<file path="src/rtl/uart_rx_pkg.sv">
// Shared definitions for the UART receiver: FSM encoding, legal prescale
// ratios and parity-type codes.
package uart_rx_pkg;

    typedef enum logic [4:0] {
        IDLE   = 5'b00001,
        START  = 5'b00010,
        DATA   = 5'b00100,
        PARITY = 5'b01000,
        STOP   = 5'b10000
    } rx_state_t;

    localparam int PRESCALE_8  = 8;
    localparam int PRESCALE_16 = 16;
    localparam int PRESCALE_32 = 32;

    localparam logic PARITY_EVEN = 1'b0;
    localparam logic PARITY_ODD  = 1'b1;

endpackage

</file>
<file path="src/rtl/uart_rx_sampler.sv">
// Bit-period timing for the receiver: edge counter, three-point majority
// vote around mid-bit, and the vote/end-of-bit strobes.
module uart_rx_sampler #(
    parameter int PRESCALE_W = 6
) (
    input  logic                  clk,
    input  logic                  rst_n,
    input  logic                  run,
    input  logic                  rx_s,
    input  logic [PRESCALE_W-1:0] prescale,
    output logic                  vote,
    output logic                  vote_strobe,
    output logic                  bit_end
);

    localparam logic [PRESCALE_W-1:0] ONE = PRESCALE_W'(1);

    logic [PRESCALE_W-1:0] edge_cnt;
    logic [PRESCALE_W-1:0] half;
    logic [PRESCALE_W-1:0] last_cnt;
    logic                  smp_a;
    logic                  smp_b;

    assign half     = prescale >> 1;
    assign last_cnt = prescale - ONE;

    // >= rather than == so a prescale shrunk mid-frame still wraps.
    assign bit_end     = run && (edge_cnt >= last_cnt);
    // Third sample is the live rx_s, so the vote lands in the flops as
    // edge_cnt steps onto prescale/2+2.
    assign vote_strobe = run && (edge_cnt == half + ONE);
    assign vote        = (smp_a & smp_b) | (smp_a & rx_s) | (smp_b & rx_s);

    always_ff @(posedge clk or negedge rst_n) begin
        if (!rst_n) begin
            edge_cnt <= '0;
            smp_a    <= 1'b1;
            smp_b    <= 1'b1;
        end else begin
            if (!run || bit_end) begin
                edge_cnt <= '0;
            end else begin
                edge_cnt <= edge_cnt + ONE;
            end
            if (edge_cnt == half - ONE) begin
                smp_a <= rx_s;
            end
            if (edge_cnt == half) begin
                smp_b <= rx_s;
            end
        end
    end

endmodule

</file>
<file path="src/rtl/uart_rx.sv">
// UART receiver top: input synchronizer, framing FSM, shift register,
// parity check and registered result pulses.
module uart_rx
    import uart_rx_pkg::*;
#(
    parameter int DATA_WIDTH = 8,
    parameter int PRESCALE_W = 6
) (
    input  logic                  CLK,
    input  logic                  RST,
    input  logic                  RX_IN,
    input  logic [PRESCALE_W-1:0] prescale,
    input  logic                  parity_EN,
    input  logic                  parity_type,
    output logic [DATA_WIDTH-1:0] P_DATA,
    output logic                  data_valid,
    output logic                  parity_error,
    output logic                  stop_error,
    output logic                  busy
);

    localparam int                BCW      = $clog2(DATA_WIDTH) + 1;
    localparam logic [BCW-1:0]    LAST_BIT = BCW'(DATA_WIDTH - 1);

    rx_state_t             state;
    rx_state_t             state_nxt;
    logic [1:0]            sync;
    logic                  rx_s;
    logic [BCW-1:0]        bit_cnt;
    logic [DATA_WIDTH-1:0] shreg;
    logic                  par_err;
    logic                  vote;
    logic                  vote_strobe;
    logic                  bit_end;
    logic                  dv_nxt;
    logic                  pe_nxt;
    logic                  se_nxt;
    logic                  par_exp;

    assign rx_s    = sync[1];
    assign busy    = (state != IDLE);
    assign par_exp = (^shreg) ^ (parity_type == PARITY_ODD);

    uart_rx_sampler #(
        .PRESCALE_W (PRESCALE_W)
    ) u_sampler (
        .clk         (CLK),
        .rst_n       (RST),
        .run         (busy),
        .rx_s        (rx_s),
        .prescale    (prescale),
        .vote        (vote),
        .vote_strobe (vote_strobe),
        .bit_end     (bit_end)
    );

    always_comb begin
        state_nxt = state;
        dv_nxt    = 1'b0;
        pe_nxt    = 1'b0;
        se_nxt    = 1'b0;
        case (state)
            IDLE: begin
                if (!rx_s) state_nxt = START;
            end
            START: begin
                if (vote_strobe && vote) state_nxt = IDLE;
                else if (bit_end)        state_nxt = DATA;
            end
            DATA: begin
                if (bit_end && (bit_cnt == LAST_BIT)) begin
                    state_nxt = parity_EN ? PARITY : STOP;
                end
            end
            PARITY: begin
                if (bit_end) state_nxt = STOP;
            end
            STOP: begin
                // Leave mid-stop-bit so a back-to-back start edge is caught;
                // bit_end exit only matters for illegal tiny prescales.
                if (vote_strobe) begin
                    state_nxt = IDLE;
                    if (!vote)        se_nxt = 1'b1;
                    else if (par_err) pe_nxt = 1'b1;
                    else              dv_nxt = 1'b1;
                end else if (bit_end) begin
                    state_nxt = IDLE;
                end
            end
            default: state_nxt = IDLE;
        endcase
    end

    always_ff @(posedge CLK or negedge RST) begin
        if (!RST) begin
            sync         <= 2'b11;
            state        <= IDLE;
            bit_cnt      <= '0;
            shreg        <= '0;
            par_err      <= 1'b0;
            P_DATA       <= '0;
            data_valid   <= 1'b0;
            parity_error <= 1'b0;
            stop_error   <= 1'b0;
        end else begin
            sync         <= {sync[0], RX_IN};
            state        <= state_nxt;
            data_valid   <= dv_nxt;
            parity_error <= pe_nxt;
            stop_error   <= se_nxt;
            if (dv_nxt) begin
                P_DATA <= shreg;
            end
            if (state == IDLE) begin
                bit_cnt <= '0;
                par_err <= 1'b0;
            end
            if ((state == DATA) && vote_strobe) begin
                shreg <= {vote, shreg[DATA_WIDTH-1:1]};
            end
            if ((state == DATA) && bit_end) begin
                bit_cnt <= bit_cnt + BCW'(1);
            end
            if ((state == PARITY) && vote_strobe) begin
                par_err <= (vote != par_exp);
            end
        end
    end

endmodule

</file>
<file path="config.mk">
export PLATFORM = sky130hd
export DESIGN_NAME = uart_rx
export DESIGN_NICKNAME = d
export VERILOG_FILES = /design/src/rtl/uart_rx_pkg.sv /design/src/rtl/uart_rx_sampler.sv /design/src/rtl/uart_rx.sv
export SDC_FILE = /design/constraint.sdc
export NUM_CORES = 1
export LEC_CHECK = 0
export BUFFER_PORTS_ARGS = -buffer_cell sky130_fd_sc_hd__buf_2
export CORE_MARGIN = 2
export CORE_UTILIZATION = 45
export CTS_CLUSTER_SIZE = 16
export DETAILED_ROUTE_END_ITERATION = 10
export PLACE_DENSITY = 0.61
export SYNTH_ARGS = -nofsm -noshare
export SYNTH_HDL_FRONTEND = slang
export SYNTH_SLANG_ARGS = --single-unit
</file>
<file path="constraint.sdc">
create_clock -name CLK -period 4.8 [get_ports CLK]
set_clock_uncertainty 0.1 [all_clocks]
set_input_delay 0.72 -clock CLK [delete_from_list [all_inputs] [get_ports CLK]]
set_output_delay 0.72 -clock CLK [all_outputs]
set_load 0.01 [all_outputs]
</file>
# After elaboration in Yosys (flattened, before gate mapping)
# Index checks and enable logic that the tools add are counted.
dict set report classes {
  addsub 5
  order_cmp 1
  n_eq_ne 16
  muxes 25
  n_bitwise 6
  n_reduce_logical 13
}
# op count
set op_table {}
lappend op_table {{5-bit two-way mux} 8}
lappend op_table {{5-bit one-hot mux with 5 select lines} 1}
lappend op_table {{1-bit two-way mux} 13}
lappend op_table {{6-bit == test} 2}
lappend op_table {{4-bit two-way mux} 2}
lappend op_table {{8-bit parity} 1}
lappend op_table {{1-bit logical AND} 7}
lappend op_table {{5-bit by 1-bit adder with 6-bit output (second input constant)} 1}
lappend op_table {{6-bit by 1-bit adder with 6-bit output (second input constant)} 1}
lappend op_table {{6-bit by 5-bit == test with 1-bit output} 1}
lappend op_table {{6-bit greater-or-equal comparator} 1}
lappend op_table {{6-bit two-way mux} 1}
lappend op_table {{2-bit != test (second input constant)} 3}
lappend op_table {{3-bit != test (second input constant)} 2}
lappend op_table {{5-bit by 1-bit subtractor with 6-bit output (second input constant)} 1}
lappend op_table {{6-bit by 1-bit subtractor with 6-bit output (second input constant)} 1}
lappend op_table {{5-bit by 1-bit == test with 1-bit output (second input constant)} 1}
lappend op_table {{5-bit by 2-bit == test with 1-bit output (second input constant)} 1}
lappend op_table {{5-bit by 3-bit == test with 1-bit output (second input constant)} 1}
lappend op_table {{5-bit by 4-bit == test with 1-bit output (second input constant)} 1}
lappend op_table {{5-bit == test (second input constant)} 1}
lappend op_table {{5-bit by 1-bit != test with 1-bit output (second input constant)} 1}
lappend op_table {{5-bit AND reduction} 1}
lappend op_table {{4-bit by 1-bit adder with 4-bit output (second input constant)} 1}
lappend op_table {{other kinds (8)} 12}
dict set report totals {
  reg_bits 39
  in_bits 11
  out_inout_bits 12
  wordCells 78
}

# Depth between registers and ports, before layout
# Gate-level depths: netlist of run 1.
dict set report depth {
  depth_word 6
  mapped_depth 13
  depth_no_buf 12
}

# Cells and area by module
# A second synthesis of run 1 with hierarchy kept.
dict set report unflattened {
  cells_unflattened 216
  area_unflattened_um2 2349.8
}
# mod n_inst cells_each area_each_um2 seq_area_each_um2
set modules_own_cells {}
lappend modules_own_cells {uart_rx 1 112 1476.4 779.5}
lappend modules_own_cells {uart_rx_sampler 1 104 873.3 202.7}

# Least setup slack after synthesis of run 1
# No wires, ideal clock.
dict set report synth_path {
  path_kind {input -> register}
  start {input prescale[2]}
  end {register state[0]}
  setup_time_ns 0.080
  t_arrival_ns 3.103
  t_required_ns 4.620
  path_slack_ns 1.517
  stages 12
  n_path_buf 1
  path_cell_list {clkbuf_1 inv_1 ha_1 a21boi_0 xnor2_1 ha_1 a211o_1 a21oi_1 o21ai_1 o31ai_1 o221ai_1 a32o_1}
}
dict set report synth_via {
  elab_chain_cells 6
  elab_cells_between_ends 16
  cone_classes {add/sub (2); order compare (1); eq/ne (5); mux (3); reduce/logical (5)}
}
# item line_no
set synth_rtl {}
lappend synth_rtl {{start: declaration} uart_rx.sv:12} ;# input logic [PRESCALE_W-1:0] prescale,
lappend synth_rtl {{6-bit by 1-bit subtractor with 6-bit output or 5-bit by 1-bit adder with 6-bit output (tied branches)} {uart_rx_sampler.sv:25, uart_rx_sampler.sv:31}}
lappend synth_rtl {{6-bit greater-or-equal comparator or 6-bit == test (tied branches)} {uart_rx_sampler.sv:28, uart_rx_sampler.sv:31}}
lappend synth_rtl {{1-bit logical AND (on tied branches)} {uart_rx_sampler.sv:28, uart_rx_sampler.sv:31}}
lappend synth_rtl {{1-bit logical AND (on tied branches)} {uart_rx.sv:71, uart_rx.sv:67}}
lappend synth_rtl {{2-bit != test (no source line), or another cell as far along} --}
lappend synth_rtl {{5-bit AND reduction (no source line) or 5-bit one-hot mux with 5 select lines (tied branches)} --}
lappend synth_rtl {{end signal: assignment} uart_rx.sv:107} ;# state <= state_nxt;
lappend synth_rtl {{end: declaration} uart_rx.sv:25} ;# rx_state_t state;
# Parallel ways exist; a longest one is shown, timed or not.
# A chain may end at the register's enable or synchronous reset.

# Worst setup path in the final report of run 1
dict set report layout_path {
  start {input prescale[1]}
  end {register state[0]}
}
# Same word-level chain as after synthesis.

==> results.cfg, run 1 <==
[sta]
finalCriticalPeriod_ps = 3320
min_period_over_period_pct = 69.2
tightest_slew_ps = 851
tns_ps = 0
setup_viol = 0
slew_headroom_pct = 43.2
hold_viol = 0
rsz0062_at_grt = false
drv_slew = 0
fmax_ghz = 0.301

[final_layout]
syn2layout_area_growth_pct = 12.6
drive_gt1_share_pct = 25.8
multi_input_area_um2 = 1290
area.sequential_um2 = 982
nNetsFinal = 270
final_cells = 318
diodes = 0
n_fill_cell = 485

[setup_path]
path_buf_inv = 2
reg2regPathDepth = 6
startpoint_type = input port
cp_slowest_stage_delay_ps = 370
required_ps = 4920
r2r_slack_ps = 2110
crit_path_start = prescale[1]
crit_path_end = state[0]$_DFFE_PN1P_
path_depth = 12
cpMostUsedCell = ha_1
end_kind = flip-flop
reg2reg_from = u_sampler.edge_cnt[3]$_DFF_PN0_
crit_type = in -> reg
path_cells = buf_2 -> inv_1 -> ha_1 -> a21boi_0 -> xnor2_1 -> ha_1 -> a211o_1 -> a21oi_1 -> o21ai_1 -> o31ai_1 -> o221ai_1 -> a32o_1
cpMaxStageDelayCell = o31ai_1
cp_max_fo = 8
r2r-end = P_DATA[7]$_DFFE_PN0P_
crit_arrival_ps = 3450
path_delay_family = compound AO/OA/AOI/OAI gates

[cts]
cts_made_buffers = 5
clockRootBuffer = clkbuf_8
clkLatencyLatePin_ps = 290
post_cts_buffers = 0
holdBufCountCts = 0
clk_pin_slew_worst_paths_ps = 80
clock_sinks = 39
cts_max_level = 2
cts_tree = done
clk_path_buf_depth = 2
cts_resized = 0

[route]
postRouteWirelength_um = 4460
drt_iter0_drc = 79
ant_nets = 0
wl_per_cell_um = 14.0
drt_pre_antenna_iters = 4
route.vias.total = 1670
routed_via_density = 5.25
drc = 0

[power]
power.internal_uw = 747
switching_share_pct = 34.2
ir_drop_mv = 0.227
power.density_nw_per_um2 = 431
leakagePower_nw = 1.23
pwr-share-clk_pct = 28.6
seqPwrFrac_pct = 38.6
pwr-share-comb_pct = 32.8
power_switching_uw = 389

[logic_synthesis]
synth-edff-count = 0
synth_top_flop_cell = dfrtp_1
async_flop_share_pct = 100
synth_seq_cells = 39
netlist_area_um2 = 2340
ys_warn_count = 0
yosys-top-cells-area = dfrtp_1 36%, mux2_2 8.7%, xnor2_1 6.7%
synthesis.instances = 225
yosysUniqueCellTypes = 44
ys_top_cells_by_count = 34 x dfrtp_1, 18 x mux2_2, 18 x nor2_1, 18 x xnor2_1, 17 x nand2_1
syn-num-nets = 248
synth.most_common_cell = dfrtp_1
seq_area_frac_synth_pct = 42.0
avgSynthCellArea_um2 = 10.4
netlist.area_leader.share_pct = 36.4
synth_largest_area_cell = dfrtp_1

[hold_path]
hold-path-cell-count = 0
hold_class = reg -> reg

[global_routing]
grt-ovfl-total = 0
grt_pass1_vias = 1645
grt_max_degree = 40
grt_usage_pct = 16.7
grt_pass1_wl_um = 7730
antenna_found_initial = 0

[run_status]
status = finished clean

[floorplan]
core_area_um2 = 5070
io-pin-count = 23
die_area_um2 = 5790
fp-row-count = 26
die_width_um = 76.1
die_height_um = 76.1
start_util_pct = 46.1

[place]
routabilityCongestion = 0.898
port_buffers = 22
post-dp-hpwl_um = 3280
dp_cells = 310

[job]
cap_violations = 0
==> through the flow <==
stage | cell area (um^2) | hold slack (ps) | worst slack (ps) | power [mW] | util [%]
2_1_floorplan | 2340 | 245 | 1520 | 0.740 | -
4_1_cts | 2630 | 261 | 1510 | 1.15 | 51.9
5_1_grt | 2630 | 267 | 1240 | 1.22 | 51.9
3_3_place_gp | 2500 | 246 | 1270 | 0.816 | 49.2
3_5_place_dp | 2500 | 249 | 1230 | 0.820 | 49.2
6_report | 2630 | 260 | 1480 | 1.14 | 51.9
==> kinds of logic after synthesis <==
kind of cell,after synthesis,share of synthesized area [%]
compound gates,34,9.79
xor+xnor,33,12.4
fa+ha+maj,12,6.42
buf+inv,15,2.99
flops,39,42.0
mux,20,9.52
simple gates,72,17.0
==> registers in the layout, indices dropped and copies added (netlist names) <==
register and flops:
u_sampler.smp_a 1, par_err 1, shreg 8, u_sampler.smp_b 1, P_DATA 8, u_sampler.edge_cnt 6, sync 2, state 5
data_valid 1, bit_cnt 4, parity_error 1, stop_error 1
==> cells in the final DEF (no fill, tap or decap), drive strengths merged, types with 4 or more instances in the layout <==
| cell type | instances |
|---|---|
| nand3 | 10 |
| nand2 | 17 |
| dfstp | 5 |
| ha | 12 |
| nor2 | 19 |
| xor2 | 15 |
| a21oi | 4 |
| xnor2 | 18 |
| inv | 8 |
| nor3 | 5 |
| o21ai | 10 |
| buf | 22 |
| clkbuf | 5 |
| dfrtp | 34 |
| mux2 | 18 |
==> metal layers <==
metal,share of wire (%),global-route usage (%),vias up
met3,4.4,3.55,11
met1,47,21.7,795
met5,0,0,-
met2,46,26.8,40
li1,-,-,824
met4,2.5,7.82,0
==> power by group through the flow <==
stage               clock [mW]  sequential (mW)  combinational (mW)
finish                   0.325            0.438               0.373
global route             0.346            0.447               0.422
CTS                      0.333            0.438               0.377
detailed placement           0            0.445               0.375
global placement             0            0.443               0.372
floorplan                    0            0.417               0.323
==> worst min path at each step <==
stage / from / endpoint / slack, ps
after CTS: sync[0]$_DFF_PN1_ / sync[1]$_DFF_PN1_ / 260
final: sync[0]$_DFF_PN1_ / sync[1]$_DFF_PN1_ / 260
after detailed placement: sync[0]$_DFF_PN1_ / sync[1]$_DFF_PN1_ / 250
after global routing: sync[0]$_DFF_PN1_ / sync[1]$_DFF_PN1_ / 270
after floorplan: sync[0]$_DFF_PN1_ / sync[1]$_DFF_PN1_ / 250
after global placement: sync[0]$_DFF_PN1_ / sync[1]$_DFF_PN1_ / 250
==> area by class of cell <==
| class | count | area share [%] |
|---|---|---|
| inverter | 8 | 1.14 |
| clock buffer | 5 | 2.61 |
| tap | 70 | 3.33 |
| sequential | 39 | 37.3 |
| timing repair buffer | 22 | 4.18 |
| multi-input combinational | 171 | 48.9 |
| clock inverter | 3 | 2.57 |
No activity file was read; power rests on OpenSTA's default activity.
==> inputs of run 2 (changes only) <==
--- a/config.mk
+++ b/config.mk
@@ -10,7 +10,7 @@
 export CORE_UTILIZATION = 45
 export CTS_CLUSTER_SIZE = 16
 export DETAILED_ROUTE_END_ITERATION = 10
-export PLACE_DENSITY = 0.61
+export PLACE_DENSITY = 0.64
 export SYNTH_ARGS = -nofsm -noshare
 export SYNTH_HDL_FRONTEND = slang
 export SYNTH_SLANG_ARGS = --single-unit
==> constraint.sdc (replaced) <==
create_clock -name CLK -period 2.75 [get_ports CLK]
set_clock_uncertainty 0.1 [all_clocks]
set_input_delay 0.4125 -clock CLK [delete_from_list [all_inputs] [get_ports CLK]]
set_output_delay 0.4125 -clock CLK [all_outputs]
set_load 0.01 [all_outputs]
==> run 2 against run 1 <==
Against the previous run:
- cell area rose by 3.7%
- sequential power rose by 73%
- die area did not move
- via count rose by 2.5%
- first-iteration DRC count fell by 38%
- worst hold slack got worse by 150 ps
- sequential share of layout area fell by 1.3 points
- register-to-register slack got worse by 1700 ps
- utilization rose by 1.9 points
- clock power rose by 75%
- non-clock buffer count rose by 10
- largest cell class unchanged
==> results.cfg, run 2 (same netlist as run 1, synthesis figures left out) <==
[final_layout]
final_cell_mix = 34 x dfrtp_1, 22 x buf_2, 18 x nor2_1, 18 x xnor2_1, 18 x mux2_2
syn2layout_area_growth_pct = 16.7
final_util_pct = 53.8
nNetsFinal = 280
final_cells = 328
drive_gt1_share_pct = 30.6
diodes = 0
mostFrequentLayoutCell = dfrtp_1
reg.largest.list = P_DATA x8, shreg x8, u_sampler.edge_cnt x6

[cts]
clk_path_buf_depth = 2
post_cts_buffers = 0
clock_sinks = 39
cts_max_level = 2
cts_made_buffers = 5
clk_pin_slew_worst_paths_ps = 80
cts_resized = 0
clockRootBuffer = clkbuf_8
clkLatencyLatePin_ps = 300
holdBufCountCts = 0
cts_tree = done

[floorplan]
io-pin-count = 23
die_height_um = 76.1
start_util_pct = 46.1
core_area_um2 = 5070
die_area_um2 = 5790
fp-row-count = 26
die_width_um = 76.1

[global_routing]
grt_pass1_vias = 1657
antenna_found_initial = 0
grt_pass1_wl_um = 7800
grt_usage_pct = 16.8
grt_max_degree = 40
grt-ovfl-total = 0

[sta]
tightest_slew_ps = 864
hold_viol = 0
drv_slew = 0
fmax_ghz = 0.398
slew_headroom_pct = 42.4
rsz0062_at_grt = false
min_period_over_period_pct = 91.3
tns_ps = 0
finalCriticalPeriod_ps = 2510
setup_viol = 0

[setup_path]
end_kind = flip-flop
path_cells = buf_2 -> inv_1 -> ha_2 -> a21boi_2 -> xnor2_1 -> ha_1 -> a211o_1 -> a21oi_1 -> o21ai_2 -> o31ai_2 -> o221ai_2 -> a32o_1
required_ps = 2880
cpMaxStageDelayCell = o31ai_2
cp_slowest_stage_delay_ps = 300
crit_type = in -> reg
crit_arrival_ps = 2640
cp_max_fo = 4
r2r_slack_ps = 450
startpoint_type = input port

[route]
postRouteWirelength_um = 4530
wl_per_cell_um = 13.8
route.vias.total = 1712
ant_nets = 0
dr_wl_met3_um = 171
drt_iter0_drc = 49
routed_via_density = 5.22
drc = 0
drt_pre_antenna_iters = 4
drt-met1-wl_um = 2230
routed.top_layer = met4
wl_met2_um = 2040

[power]
power.density_nw_per_um2 = 742
leakagePower_nw = 1.28
power_mw = 2.02
ir_drop_mv = 0.412

[run_status]
status = finished clean

[place]
dp_cells = 320
port_buffers = 22
post-dp-hpwl_um = 3310
routabilityCongestion = 0.830

[job]
cap_violations = 0

[hold_path]
hold_class = in -> reg
-- run 2: final cells by class --
class / count / area, um^2
clock buffer: 5 / 68.8
clock inverter: 3 / 67.6
fill: 462 / 2340
inverter: 8 / 30.0
multi-input combinational: 171 / 1310
sequential: 39 / 982
tap: 70 / 87.6
timing repair buffer: 32 / 185
-- run 2: layer usage --
| layer | track usage [%] | up-vias |
|---|---|---|
| li1 | - | 857 |
| met1 | 22.5 | 817 |
| met2 | 26.9 | 30 |
| met3 | 3.79 | 8 |
| met4 | 6.00 | 0 |
| met5 | 0 | - |
-- run 2: final timing paths --
| kind | from | endpoint | depth (start not counted) |
|---|---|---|---|
| worst min register to register | sync[0]$_DFF_PN1_ | sync[1]$_DFF_PN1_ | 0 |
| min in group asynchronous | RST | data_valid$_DFF_PN0_ | 1 |
| worst max register to register | u_sampler.edge_cnt[4]$_DFF_PN0_ | P_DATA[1]$_DFFE_PN0P_ | 6 |
| worst min-delay path | RX_IN | sync[0]$_DFF_PN1_ | 1 |
| max in group asynchronous | RST | shreg[0]$_DFFE_PN0P_ | 1 |
| worst max-delay path | prescale[1] | state[0]$_DFFE_PN1P_ | 12 |
-- run 2: power by group --
group	switching [mW]	internal [mW]	leakage [nW]	total [mW]
clock network	0.208	0.362	0.0644	0.570
registers	0.101	0.657	0.522	0.759
logic	0.386	0.311	0.696	0.696
-- run 2: per-stage QoR --
stage	hold slack, ps	instance area, um^2	setup slack (ps)
after floorplan	16.9	2360	30.7
after global placement	247	2590	25.2
after detailed placement	249	2590	-65.7
after CTS	103	2730	236
after global routing	94.4	2730	73.0
final	113	2730	240
-- run 2: worst max-delay path: cells and delay by family --
family          cells  cell delay (ps)
fa+ha+maj           2              450
compound gates      7             1410
buf+inv             2              220
xor+xnor            1              150
